$ cat src/rtl/uart_apb_regfile_if.sv
// APB-side access bundle for uart_apb_regfile: one-cycle strobes in, registered response out.
interface uart_apb_regfile_if #(parameter int ADDR_WD = 12);
  logic [ADDR_WD-1:0] apb_addr;
  logic               apb_read_en;
  logic               apb_write_en;
  logic [31:0]        apb_wdata;
  logic [31:0]        apb_rdata;
  logic               apb_slverr;

  modport master (output apb_addr, apb_read_en, apb_write_en, apb_wdata,
                  input  apb_rdata, apb_slverr);
  modport slave  (input  apb_addr, apb_read_en, apb_write_en, apb_wdata,
                  output apb_rdata, apb_slverr);
endinterface

$ cat src/rtl/uart_apb_regfile.sv
// UART programming model: config regs, sticky W1C status, IRQ, TX/RX FIFO strobes.
// Optional DMA request generation under `define UART_REGS_DMA_EN.
module uart_apb_regfile #(
  parameter int          ADDR_WD      = 12,
  parameter int          TX_FIFO_DPL2 = 3,
  parameter int          RX_FIFO_DPL2 = 3,
  parameter logic [31:0] VERSION      = 32'h0002_0000
) (
  input  logic                  clk,
  input  logic                  rst_n,
  uart_apb_regfile_if.slave     apb,
  input  logic                  evt_pe,
  input  logic                  evt_fe,
  input  logic                  evt_ne,
  input  logic                  evt_ore,
  input  logic                  evt_idle,
  input  logic [TX_FIFO_DPL2:0] tx_lvl,
  input  logic [RX_FIFO_DPL2:0] rx_lvl,
  input  logic                  tx_busy,
  output logic                  txd_push,
  output logic [8:0]            txd_data,
  output logic                  rxd_pop,
  input  logic [8:0]            rxd_data,
  output logic [11:0]           br_mantissa,
  output logic [3:0]            br_fraction,
  output logic                  cr_re,
  output logic                  cr_te,
  output logic                  cr_ps,
  output logic                  cr_pce,
  output logic                  cr_wdlen,
  output logic [1:0]            cr_stoplen,
  output logic [TX_FIFO_DPL2:0] tfifo_wk,
  output logic [RX_FIFO_DPL2:0] rfifo_wk,
  output logic                  irq,
  output logic                  dma_tx_req,
  output logic                  dma_rx_req
);
  localparam int TL = TX_FIFO_DPL2 + 1;
  localparam int RL = RX_FIFO_DPL2 + 1;
  localparam logic [TL:0] DT = (TL+1)'(2**TX_FIFO_DPL2);
  localparam logic [11:0] STICKY_M = 12'hC1F;

  localparam logic [ADDR_WD-1:0] A_VERID = ADDR_WD'('h00);
  localparam logic [ADDR_WD-1:0] A_SR    = ADDR_WD'('h04);
  localparam logic [ADDR_WD-1:0] A_TDR   = ADDR_WD'('h08);
  localparam logic [ADDR_WD-1:0] A_RDR   = ADDR_WD'('h0C);
  localparam logic [ADDR_WD-1:0] A_BRR   = ADDR_WD'('h10);
  localparam logic [ADDR_WD-1:0] A_CR    = ADDR_WD'('h14);
  localparam logic [ADDR_WD-1:0] A_IER   = ADDR_WD'('h1C);
  localparam logic [ADDR_WD-1:0] A_TFIFO = ADDR_WD'('h20);
  localparam logic [ADDR_WD-1:0] A_RFIFO = ADDR_WD'('h24);
  localparam logic [ADDR_WD-1:0] A_ISR   = ADDR_WD'('h28);

  logic [15:0]   br_q, br_d;
  logic [6:0]    cr_q, cr_d;
  logic [1:0]    dmacr_q, dmacr_d;
  logic [11:0]   ier_q, ier_d;
  logic [TL-1:0] tfwk_q, tfwk_d;
  logic [RL-1:0] rfwk_q, rfwk_d;
  logic [11:0]   sticky_q, sticky_d;
  logic [31:0]   rdata_q, rdata_d;
  logic          slverr_q, slverr_d;
  logic          txd_push_q, txd_push_d;
  logic [8:0]    txd_data_q, txd_data_d;
  logic          rxd_pop_q, rxd_pop_d;
  logic          irq_q, irq_d;

  logic [ADDR_WD-1:0] addr;
  logic [31:0]        wdata;
  logic rd, wr, both, mapped, ro, acc_err, rd_ok, wr_ok;
  logic h_verid, h_sr, h_tdr, h_rdr, h_brr, h_cr, h_dmacr, h_ier, h_tfifo, h_rfifo, h_isr;
  logic rxne, tc, txe, tfwk, rfwk, tx_room, rx_avail, tfov_set, rfud_set;
  logic [11:0] live, sr_cur, w1c;
  logic unused_wdata;

  assign addr         = apb.apb_addr;
  assign wdata        = apb.apb_wdata;
  assign unused_wdata = ^wdata[31:16];

  assign rd   = apb.apb_read_en & ~apb.apb_write_en;
  assign wr   = apb.apb_write_en & ~apb.apb_read_en;
  assign both = apb.apb_read_en & apb.apb_write_en;

  assign h_verid = (addr == A_VERID);
  assign h_sr    = (addr == A_SR);
  assign h_tdr   = (addr == A_TDR);
  assign h_rdr   = (addr == A_RDR);
  assign h_brr   = (addr == A_BRR);
  assign h_cr    = (addr == A_CR);
  assign h_ier   = (addr == A_IER);
  assign h_tfifo = (addr == A_TFIFO);
  assign h_rfifo = (addr == A_RFIFO);
  assign h_isr   = (addr == A_ISR);

  assign mapped  = h_verid | h_sr | h_tdr | h_rdr | h_brr | h_cr | h_dmacr |
                   h_ier | h_tfifo | h_rfifo | h_isr;
  assign ro      = h_verid | h_rdr | h_isr;
  assign acc_err = both | ((rd | wr) & ~mapped) | (wr & ro);
  assign rd_ok   = rd & mapped;
  assign wr_ok   = wr & mapped & ~ro;

  assign rxne   = (rx_lvl != '0);
  assign tc     = (tx_lvl == '0) & ~tx_busy;
  assign txe    = ({1'b0, tx_lvl} < DT);
  assign tfwk   = (tx_lvl <= tfwk_q);
  assign rfwk   = (rx_lvl >= rfwk_q);
  assign live   = {2'b00, rfwk, tfwk, txe, tc, rxne, 5'b0};
  assign sr_cur = sticky_q | live;

  // A strobe issued last cycle is not yet visible in the level inputs.
  assign tx_room  = ({1'b0, tx_lvl} + {{TL{1'b0}}, txd_push_q}) < DT;
  assign rx_avail = rx_lvl > {{(RL-1){1'b0}}, rxd_pop_q};

  always_comb begin
    br_d       = br_q;
    cr_d       = cr_q;
    dmacr_d    = dmacr_q;
    ier_d      = ier_q;
    tfwk_d     = tfwk_q;
    rfwk_d     = rfwk_q;
    rdata_d    = rdata_q;
    slverr_d   = slverr_q;
    txd_push_d = 1'b0;
    txd_data_d = txd_data_q;
    rxd_pop_d  = 1'b0;
    tfov_set   = 1'b0;
    rfud_set   = 1'b0;
    w1c        = '0;

    if (rd | wr | both) begin
      slverr_d = acc_err;
      rdata_d  = '0;
    end

    if (wr_ok) begin
      if (h_sr) w1c = wdata[11:0] & STICKY_M;
      if (h_tdr) begin
        if (tx_room) begin
          txd_push_d = 1'b1;
          txd_data_d = wdata[8:0];
        end else begin
          tfov_set = 1'b1;
        end
      end
      if (h_brr)   br_d    = wdata[15:0];
      if (h_cr)    cr_d    = wdata[6:0];
      if (h_dmacr) dmacr_d = wdata[1:0];
      if (h_ier)   ier_d   = wdata[11:0];
      if (h_tfifo) tfwk_d  = wdata[TL-1:0];
      if (h_rfifo) rfwk_d  = wdata[RL-1:0];
    end

    if (rd_ok) begin
      if (h_verid) rdata_d = VERSION;
      if (h_sr)    rdata_d = {20'b0, sr_cur};
      if (h_rdr) begin
        if (rx_avail) begin
          rdata_d   = {23'b0, rxd_data};
          rxd_pop_d = 1'b1;
        end else begin
          rfud_set = 1'b1;
        end
      end
      if (h_brr)   rdata_d = {16'b0, br_q};
      if (h_cr)    rdata_d = {25'b0, cr_q};
      if (h_dmacr) rdata_d = {30'b0, dmacr_q};
      if (h_ier)   rdata_d = {20'b0, ier_q};
      if (h_tfifo) rdata_d = {{(32-TL){1'b0}}, tfwk_q};
      if (h_rfifo) rdata_d = {{(32-RL){1'b0}}, rfwk_q};
      if (h_isr)   rdata_d = {20'b0, sr_cur & ier_q};
    end

    // Set beats clear when an event lands on the same edge as its W1C.
    sticky_d = (sticky_q & ~w1c) |
               {rfud_set, tfov_set, 5'b0, evt_idle, evt_ore, evt_ne, evt_fe, evt_pe};
    irq_d    = |((sticky_d | live) & ier_d);
  end

  always_ff @(posedge clk or negedge rst_n) begin
    if (!rst_n) begin
      br_q       <= '0;
      cr_q       <= '0;
      dmacr_q    <= '0;
      ier_q      <= '0;
      tfwk_q     <= '0;
      rfwk_q     <= RL'(1);
      sticky_q   <= '0;
      rdata_q    <= '0;
      slverr_q   <= 1'b0;
      txd_push_q <= 1'b0;
      txd_data_q <= '0;
      rxd_pop_q  <= 1'b0;
      irq_q      <= 1'b0;
    end else begin
      br_q       <= br_d;
      cr_q       <= cr_d;
      dmacr_q    <= dmacr_d;
      ier_q      <= ier_d;
      tfwk_q     <= tfwk_d;
      rfwk_q     <= rfwk_d;
      sticky_q   <= sticky_d;
      rdata_q    <= rdata_d;
      slverr_q   <= slverr_d;
      txd_push_q <= txd_push_d;
      txd_data_q <= txd_data_d;
      rxd_pop_q  <= rxd_pop_d;
      irq_q      <= irq_d;
    end
  end

`ifdef UART_REGS_DMA_EN
  localparam logic [ADDR_WD-1:0] A_DMACR = ADDR_WD'('h18);
  logic dma_tx_q, dma_rx_q;

  assign h_dmacr = (addr == A_DMACR);

  // Gating on the strobe gives the FIFO level one cycle to catch up per transfer.
  always_ff @(posedge clk or negedge rst_n) begin
    if (!rst_n) begin
      dma_tx_q <= 1'b0;
      dma_rx_q <= 1'b0;
    end else begin
      dma_tx_q <= dmacr_q[0] & txe & ~txd_push_q;
      dma_rx_q <= dmacr_q[1] & rxne & ~rxd_pop_q;
    end
  end

  assign dma_tx_req = dma_tx_q;
  assign dma_rx_req = dma_rx_q;
`else
  assign h_dmacr    = 1'b0;
  assign dma_tx_req = 1'b0;
  assign dma_rx_req = 1'b0;
`endif

  assign apb.apb_rdata  = rdata_q;
  assign apb.apb_slverr = slverr_q;
  assign txd_push       = txd_push_q;
  assign txd_data       = txd_data_q;
  assign rxd_pop        = rxd_pop_q;
  assign br_mantissa    = br_q[15:4];
  assign br_fraction    = br_q[3:0];
  assign cr_re          = cr_q[0];
  assign cr_te          = cr_q[1];
  assign cr_ps          = cr_q[2];
  assign cr_pce         = cr_q[3];
  assign cr_wdlen       = cr_q[4];
  assign cr_stoplen     = cr_q[6:5];
  assign tfifo_wk       = tfwk_q;
  assign rfifo_wk       = rfwk_q;
  assign irq            = irq_q;
endmodule

$ cat src/flat_wrapper.sv
// flat-port wrapper written by rule: the top's interface ports become plain ports
module uart_apb_regfile_flat 
#(
  parameter int          ADDR_WD      = 12,
  parameter int          TX_FIFO_DPL2 = 3,
  parameter int          RX_FIFO_DPL2 = 3,
  parameter logic [31:0] VERSION      = 32'h0002_0000
)
  (clk, rst_n, evt_pe, evt_fe, evt_ne, evt_ore, evt_idle, tx_lvl, rx_lvl, tx_busy, txd_push, txd_data, rxd_pop, rxd_data, br_mantissa, br_fraction, cr_re, cr_te, cr_ps, cr_pce, cr_wdlen, cr_stoplen, tfifo_wk, rfifo_wk, irq, dma_tx_req, dma_rx_req, apb_apb_addr, apb_apb_read_en, apb_apb_write_en, apb_apb_wdata, apb_apb_rdata, apb_apb_slverr);
  uart_apb_regfile_if #(.ADDR_WD(ADDR_WD)) apb_i ();
  input  logic clk;
  input  logic rst_n;
  input  logic evt_pe;
  input  logic evt_fe;
  input  logic evt_ne;
  input  logic evt_ore;
  input  logic evt_idle;
  input  logic [TX_FIFO_DPL2:0] tx_lvl;
  input  logic [RX_FIFO_DPL2:0] rx_lvl;
  input  logic tx_busy;
  output logic txd_push;
  output logic [8:0] txd_data;
  output logic rxd_pop;
  input  logic [8:0] rxd_data;
  output logic [11:0] br_mantissa;
  output logic [3:0] br_fraction;
  output logic cr_re;
  output logic cr_te;
  output logic cr_ps;
  output logic cr_pce;
  output logic cr_wdlen;
  output logic [1:0] cr_stoplen;
  output logic [TX_FIFO_DPL2:0] tfifo_wk;
  output logic [RX_FIFO_DPL2:0] rfifo_wk;
  output logic irq;
  output logic dma_tx_req;
  output logic dma_rx_req;
  input wire logic [$bits(apb_i.apb_addr)-1:0] apb_apb_addr;
  input wire logic [$bits(apb_i.apb_read_en)-1:0] apb_apb_read_en;
  input wire logic [$bits(apb_i.apb_write_en)-1:0] apb_apb_write_en;
  input wire logic [$bits(apb_i.apb_wdata)-1:0] apb_apb_wdata;
  output wire logic [$bits(apb_i.apb_rdata)-1:0] apb_apb_rdata;
  output wire logic [$bits(apb_i.apb_slverr)-1:0] apb_apb_slverr;
  assign apb_i.apb_addr = apb_apb_addr;
  assign apb_i.apb_read_en = apb_apb_read_en;
  assign apb_i.apb_write_en = apb_apb_write_en;
  assign apb_i.apb_wdata = apb_apb_wdata;
  assign apb_apb_rdata = apb_i.apb_rdata;
  assign apb_apb_slverr = apb_i.apb_slverr;
  uart_apb_regfile #(.ADDR_WD(ADDR_WD), .TX_FIFO_DPL2(TX_FIFO_DPL2), .RX_FIFO_DPL2(RX_FIFO_DPL2), .VERSION(VERSION)) u_core (.clk(clk), .rst_n(rst_n), .apb(apb_i), .evt_pe(evt_pe), .evt_fe(evt_fe), .evt_ne(evt_ne), .evt_ore(evt_ore), .evt_idle(evt_idle), .tx_lvl(tx_lvl), .rx_lvl(rx_lvl), .tx_busy(tx_busy), .txd_push(txd_push), .txd_data(txd_data), .rxd_pop(rxd_pop), .rxd_data(rxd_data), .br_mantissa(br_mantissa), .br_fraction(br_fraction), .cr_re(cr_re), .cr_te(cr_te), .cr_ps(cr_ps), .cr_pce(cr_pce), .cr_wdlen(cr_wdlen), .cr_stoplen(cr_stoplen), .tfifo_wk(tfifo_wk), .rfifo_wk(rfifo_wk), .irq(irq), .dma_tx_req(dma_tx_req), .dma_rx_req(dma_rx_req));
endmodule
$ cat config.mk
export PLATFORM = sky130hd
export DESIGN_NAME = uart_apb_regfile_flat
export DESIGN_NICKNAME = d
export VERILOG_FILES = /design/src/rtl/uart_apb_regfile_if.sv /design/src/rtl/uart_apb_regfile.sv /design/src/flat_wrapper.sv
export SDC_FILE = /design/constraint.sdc
export NUM_CORES = 1
export LEC_CHECK = 0
export BUFFER_PORTS_ARGS = -buffer_cell sky130_fd_sc_hd__buf_4
export CAP_MARGIN = 30
export CELL_PAD_IN_SITES_DETAIL_PLACEMENT = 2
export CELL_PAD_IN_SITES_GLOBAL_PLACEMENT = 2
export CORE_MARGIN = 8
export CORE_UTILIZATION = 32
export CTS_BUF_LIST = sky130_fd_sc_hd__clkbuf_8
export DETAILED_ROUTE_END_ITERATION = 6
export PLACE_DENSITY_LB_ADDON = 0.1
export SETUP_SLACK_MARGIN = 0.5
export SLEW_MARGIN = 10
export SYNTH_ARGS = -nofsm -noshare
export SYNTH_HDL_FRONTEND = slang
export SYNTH_SLANG_ARGS = --single-unit
export TNS_END_PERCENT = 100
$ cat constraint.sdc
create_clock -name clk -period 2.7 [get_ports clk]
set_clock_uncertainty 0.1 [all_clocks]
set_input_delay 0.54 -clock clk [delete_from_list [all_inputs] [get_ports clk]]
set_output_delay 0.54 -clock clk [all_outputs]
set_load 0.01 [all_outputs]
After elaboration in Yosys (flattened, before gate mapping)
Index checks and enable logic that the tools add are counted.
W data, S select, Z words.

storage, ports and cells
  output and inout bits = 78
  word-level logic and storage cells = 100
  input bits = 71
  flip-flop bits (word level) = 100

cells by class
  multiplexer cells = 28
  $lt $le $gt $ge = 5
  reduce and logical (&&, ||, !) cells = 9
  equal/unequal tests = 9
  bitwise logic cells = 36
  $add $sub $neg = 1

operators by type and width
  cell                   number
  $mux W32               12
  $mux W12               4
  $and A12 B12 Y12       3
  $eq A12 B5 Y1 const B  3
  $eq A12 B6 Y1 const B  3
  $eq A12 B4 Y1 const B  2
  $or A12 B10 Y12        2
  $or A1 B1 Y1           15
  $eq A12 B3 Y1 const B  1
  $logic_not A12 Y1      1
  $mux W1                12
  $not A12 Y12           1
  $or A12 B12 Y12        1
  $reduce_or A12 Y1      1
  $and A1 B1 Y1          9
  $reduce_and A2 Y1      4
  $add A4 B1 Y5          1
  $lt A5 B4 Y1 const B   1
  $not A1 Y1             5
  $ge A4 B4 Y1           1
  $gt A4 B1 Y1           1
  $le A4 B4 Y1           1
  $logic_not A4 Y1       1
  $lt A4 B4 Y1 const B   1
  2 further kinds        2

Logic depth before layout (Yosys ltp)
  depth after elaboration = 19
  depth in mapped cells = 9
  gate-level depth less buffers = 8

Worst setup path after synthesis
Ideal clock, no wire load.

  path type = input port to flip-flop
  start = input port apb_apb_read_en
  end = register u_core.irq_q (netlist: u_core.irq)
  required time = 2,465 ps
  cell stages on the path = 8
  setup time = 135 ps
  data arrival time = 2,435 ps
  buffers on the path = 0
  slack = 30 ps
  cell sequence = inv_1 -> ha_1 -> or3b_2 -> nor4_4 -> mux2_2 -> o2bb2ai_1 -> a221oi_1 -> nand4_1

on the way
  elaborated cells on any way between the ends = 16
  classes of those cells = mux (4); bitwise (11); reduce/logical (1)

RTL lines
  what                        RTL line                 RTL
  from (decl)                 flat_wrapper.sv:39       input wire logic [$bits(apb_i.apb_read_en)-1:0] apb_apb_read_en;
  $not A1 Y1                  uart_apb_regfile.sv:81   assign wr = apb.apb_write_en & ~apb.apb_read_en;
  $and A1 B1 Y1               uart_apb_regfile.sv:81
  $and A1 B1 Y1 (2 in a row)  uart_apb_regfile.sv:100  assign wr_ok = wr & mapped & ~ro;
  $mux W12                    uart_apb_regfile.sv:135  if (wr_ok) begin
  named net u_core.ier_d[1]   uart_apb_regfile.sv:57   logic [11:0] ier_q, ier_d;
  $and A12 B12 Y12            uart_apb_regfile.sv:176  irq_d = |((sticky_d | live) & ier_d);
  $reduce_or A12 Y1           uart_apb_regfile.sv:176
  named net u_core.irq_d      uart_apb_regfile.sv:66   logic irq_q, irq_d;
  to (signal assigned)        uart_apb_regfile.sv:207  irq_q <= irq_d;
  to (decl)                   uart_apb_regfile.sv:66

The timed path passes the listed nets, and every way through them passes these cells.
A chain may end at the register's enable or synchronous reset.

Final worst setup path
  start = input port apb_apb_read_en
  end = register u_core.irq_q (netlist: u_core.irq)

on the way
  word-level cells in the longest chain between the ends = 11
  elaborated cells on any way between the ends = 16
  classes of those cells = mux (4); bitwise (11); reduce/logical (1)

ends and longest elaborated chain
  what                        RTL line                 RTL
  $not A1 Y1                  uart_apb_regfile.sv:81
  $and A1 B1 Y1               uart_apb_regfile.sv:81
  $and A1 B1 Y1 (2 in a row)  uart_apb_regfile.sv:100
  $mux W12                    uart_apb_regfile.sv:135
  $not A12 Y12                uart_apb_regfile.sv:174  sticky_d = (sticky_q & ~w1c) |
  $and A12 B12 Y12            uart_apb_regfile.sv:174
  $or A12 B12 Y12             uart_apb_regfile.sv:174
  $or A12 B10 Y12             uart_apb_regfile.sv:176
  $and A12 B12 Y12 *          uart_apb_regfile.sv:176
  $reduce_or A12 Y1 *         uart_apb_regfile.sv:176
  named net u_core.irq_d      uart_apb_regfile.sv:66

Mark *: on every way through the listed nets, which the timed path passes. The rest lies on a longest branch.

==> results.md <==
* Synth Register Bits at 95
* CP required at 2860 ps
* Vias per inst at 5.59
* Worst-skew pair later-pin latency at 390 ps
* RSZ-0062 raised after global routing: yes
* Arr. time, crit path at 2560 ps
* Antenna Cells at 0
* Post-synth top cells: dfrtp_1, nand2_1, o21ai_0
* Die W at 144 um
* Most common cell in the netlist: dfrtp_1
* Via count at 5,466
* DP Wirelength at 18,600 um
* Ys flop type: dfrtp_1
* Slew @ Worst Pin at 589 ps
* Synth Cell Area at 5230 um^2
* Post-route cell area at 7880 um^2
* Initial antenna violation count at 0
* Yosys top cell area share at 45.0%
* Critical path capture point type: register
* Post-synth EDFFs at 0
* HP Class: input port to async pin
* Die area at 20,700 um^2
* Fill cells at 1,682
* Multi-input gate area at 3080 um^2
* GRT Total Usage at 23.5%
* Synth area leader: dfrtp_1
* Count of final setup violators at 0
* Synth Instances at 545
* Drc violations at 0
* Setup TNS at 0 ps
* GPL Wtd Cong at 0.913
* Root Buffer: clkbuf_8
* Hold Fails Final Rpt at 0
* # rows at 46
* Register area share after synthesis at 45.5%
* Crit path max fanout at 5
* P_leak at 3.72 nW
* Area Overhead vs Synth at 50.7%
* Power consumption at 0.00277 W
* Peak supply drop at 0.000233 V
* Top post-synthesis cells by area: dfrtp_1, mux2_2, nand2_1, o21ai_0, ha_1
* Number of global-route vias before repair at 5,976
* Pre-antenna DRT Iters at 7
* P per Cell Area at 351 nW/um^2
* Synth Area per Inst at 9.59 um^2
* Total grt overflow at 0
* Status: finished clean
* Max-slew violations at 0
* Max Cap Violations at 0
* CTS H-tree lvls at 3
* Nets at 841
* Largest net degree at the start of global routing at 44
* CTS tree: done
* Min Hold Slack at 36.4 ps
* Clock slew at reported path FFs at 110 ps
* Post-synth cell types at 72
* Crit path launch type: input port
* Clock buffer depth at 2
* Total CTS buffers at 9
* Routed Antenna Nets at 0
* Total wire length at 26,200 um
* Initial Utilization at 32.8%
* Core area at 15,900 um^2
* CP Class: input port to register
* Final Critical Period at 2390 ps
* Num Clock Sinks at 95
* First-pass GRT wire length at 36,300 um
* Share of layout cells above drive strength 1 at 46.1%
* Post-DP Area at 6960 um^2
* FF+latch area at 2380 um^2
* Non-Filler Instances at 978
* Asr flop ratio synth at 100%
* Crit share post-route at 88.7%
* Yosys warns at 0
* Placed cells at 934
* Drt wl/cell at 26.8 um
* Port buffer count at 130
* Die H at 144 um
* Initial DRC Count at 276
* Fmax at 0.418 GHz
* Slew HR at 60.7%
* I/O Pins at 149
metal layers:
layer / global-route usage, % / share of wire, %
met1: 29.4 / 42
met2: 40.6 / 51
met3: 3.92 / 5.0
met4: 7.14 / 2.3
met5: 0 / 0
metrics by stage:
stage / utilization, % / worst slack, ps
2_1_floorplan: - / 204
3_3_place_gp: 43.7 / -237
3_5_place_dp: 43.7 / -265
4_1_cts: 46.1 / 321
5_1_grt: 49.4 / 229
6_report: 49.4 / 306
timing repair:
item                                    in CTS  in global routing
endpoints found under the setup margin      50                 44
hold buffers                                 0                  0
gates cloned                                 0                  1
resized for setup                           35                 81
setup buffers                                9                 18
pin swaps                                   14                 26
power breakdown:
group,leakage (nW),switching (W),internal [W]
Combinational,2.35,0.000221,0.000142
Clock,0.0942,0.000611,0.000364
Sequential,1.27,0.00000234,0.00143
Total,3.72,0.000834,0.00193
registers in the layout, indices dropped and copies added, names as in the netlist:
| name | flops |
|---|---|
| u_core.txd_push | 1 |
| u_core.cr_q | 7 |
| u_core.irq | 1 |
| u_core.rxd_pop | 1 |
| u_core.apb.apb_slverr | 1 |
| u_core.sticky_q | 7 |
| u_core.rfifo_wk | 4 |
| u_core.apb.apb_rdata | 32 |
| u_core.br_q | 16 |
| u_core.ier_q | 12 |
| u_core.txd_data | 9 |
| u_core.tfifo_wk | 4 |
cells by family (layout without fill, tap and decap cells):
group / count (synthesis) / count (layout) / synth area share (%)
xor gates and xnor gates: 2 / 2 / 0.335
adders and majority gates: 13 / 13 / 3.11
DFF: 95 / 95 / 45.5
AOI/OAI and AO/OA: 131 / 131 / 16.7
buffers and inverters: 56 / 271 / 4.91
and+or+nand+nor: 213 / 214 / 22.2
muxes: 34 / 34 / 7.25
other: 1 / 2 / 0.0717
area by class of cell:
cell class	instances	share of cell area, %
multi-input combinational	396	39.1
tap	216	3.43
clock inverter	7	0.937
sequential	95	30.2
clock buffer	9	1.57
timing repair buffer	228	23.4
inverter	27	1.35
critical path, cell delays in order:
cell and delay [ps]:
buf_8 100, clkinv_4 50, ha_4 120, buf_4 140, nor3b_1 440, nand4_1 170
buf_4 210, buf_4 160, o32ai_1 250, o22a_1 270, nand4_1 100
path summary, 6_finish.rpt:
check,startpoint,endpoint,slack (ps),depth (start not counted)
min,rst_n,u_core.txd_data[1]$_DFFE_PN0P_,40,1
min in group clk,evt_idle,u_core.sticky_q[4]$_DFF_PN0_,270,2
max,apb_apb_read_en,u_core.irq$_DFF_PN0_,310,11
max reg2reg,u_core.rfifo_wk[0]$_DFFE_PN1P_,u_core.apb.apb_rdata[9]$_DFF_PN0_,440,7
min reg2reg,u_core.txd_data[0]$_DFFE_PN0P_,u_core.txd_data[0]$_DFFE_PN0P_,390,2
max in group asynchronous,rst_n,u_core.rfifo_wk[0]$_DFFE_PN1P_,1730,2
layout by cell type, fill, tap and decap left out, types with 6 or more instances in the layout:
| master | n |
|---|---|
| a21oi_1 | 20 |
| a31oi_1 | 9 |
| and2_1 | 16 |
| buf_4 | 202 |
| buf_6 | 20 |
| clkbuf_8 | 9 |
| dfrtp_1 | 93 |
| ha_1 | 10 |
| inv_1 | 26 |
| mux2_2 | 18 |
| mux2_4 | 13 |
| nand2_1 | 69 |
| nand2b_1 | 7 |
| nand3_1 | 26 |
| nand4_1 | 11 |
| nor2_1 | 16 |
| nor3_4 | 6 |
| o21ai_0 | 28 |
(Power assumes the default switching activity.)
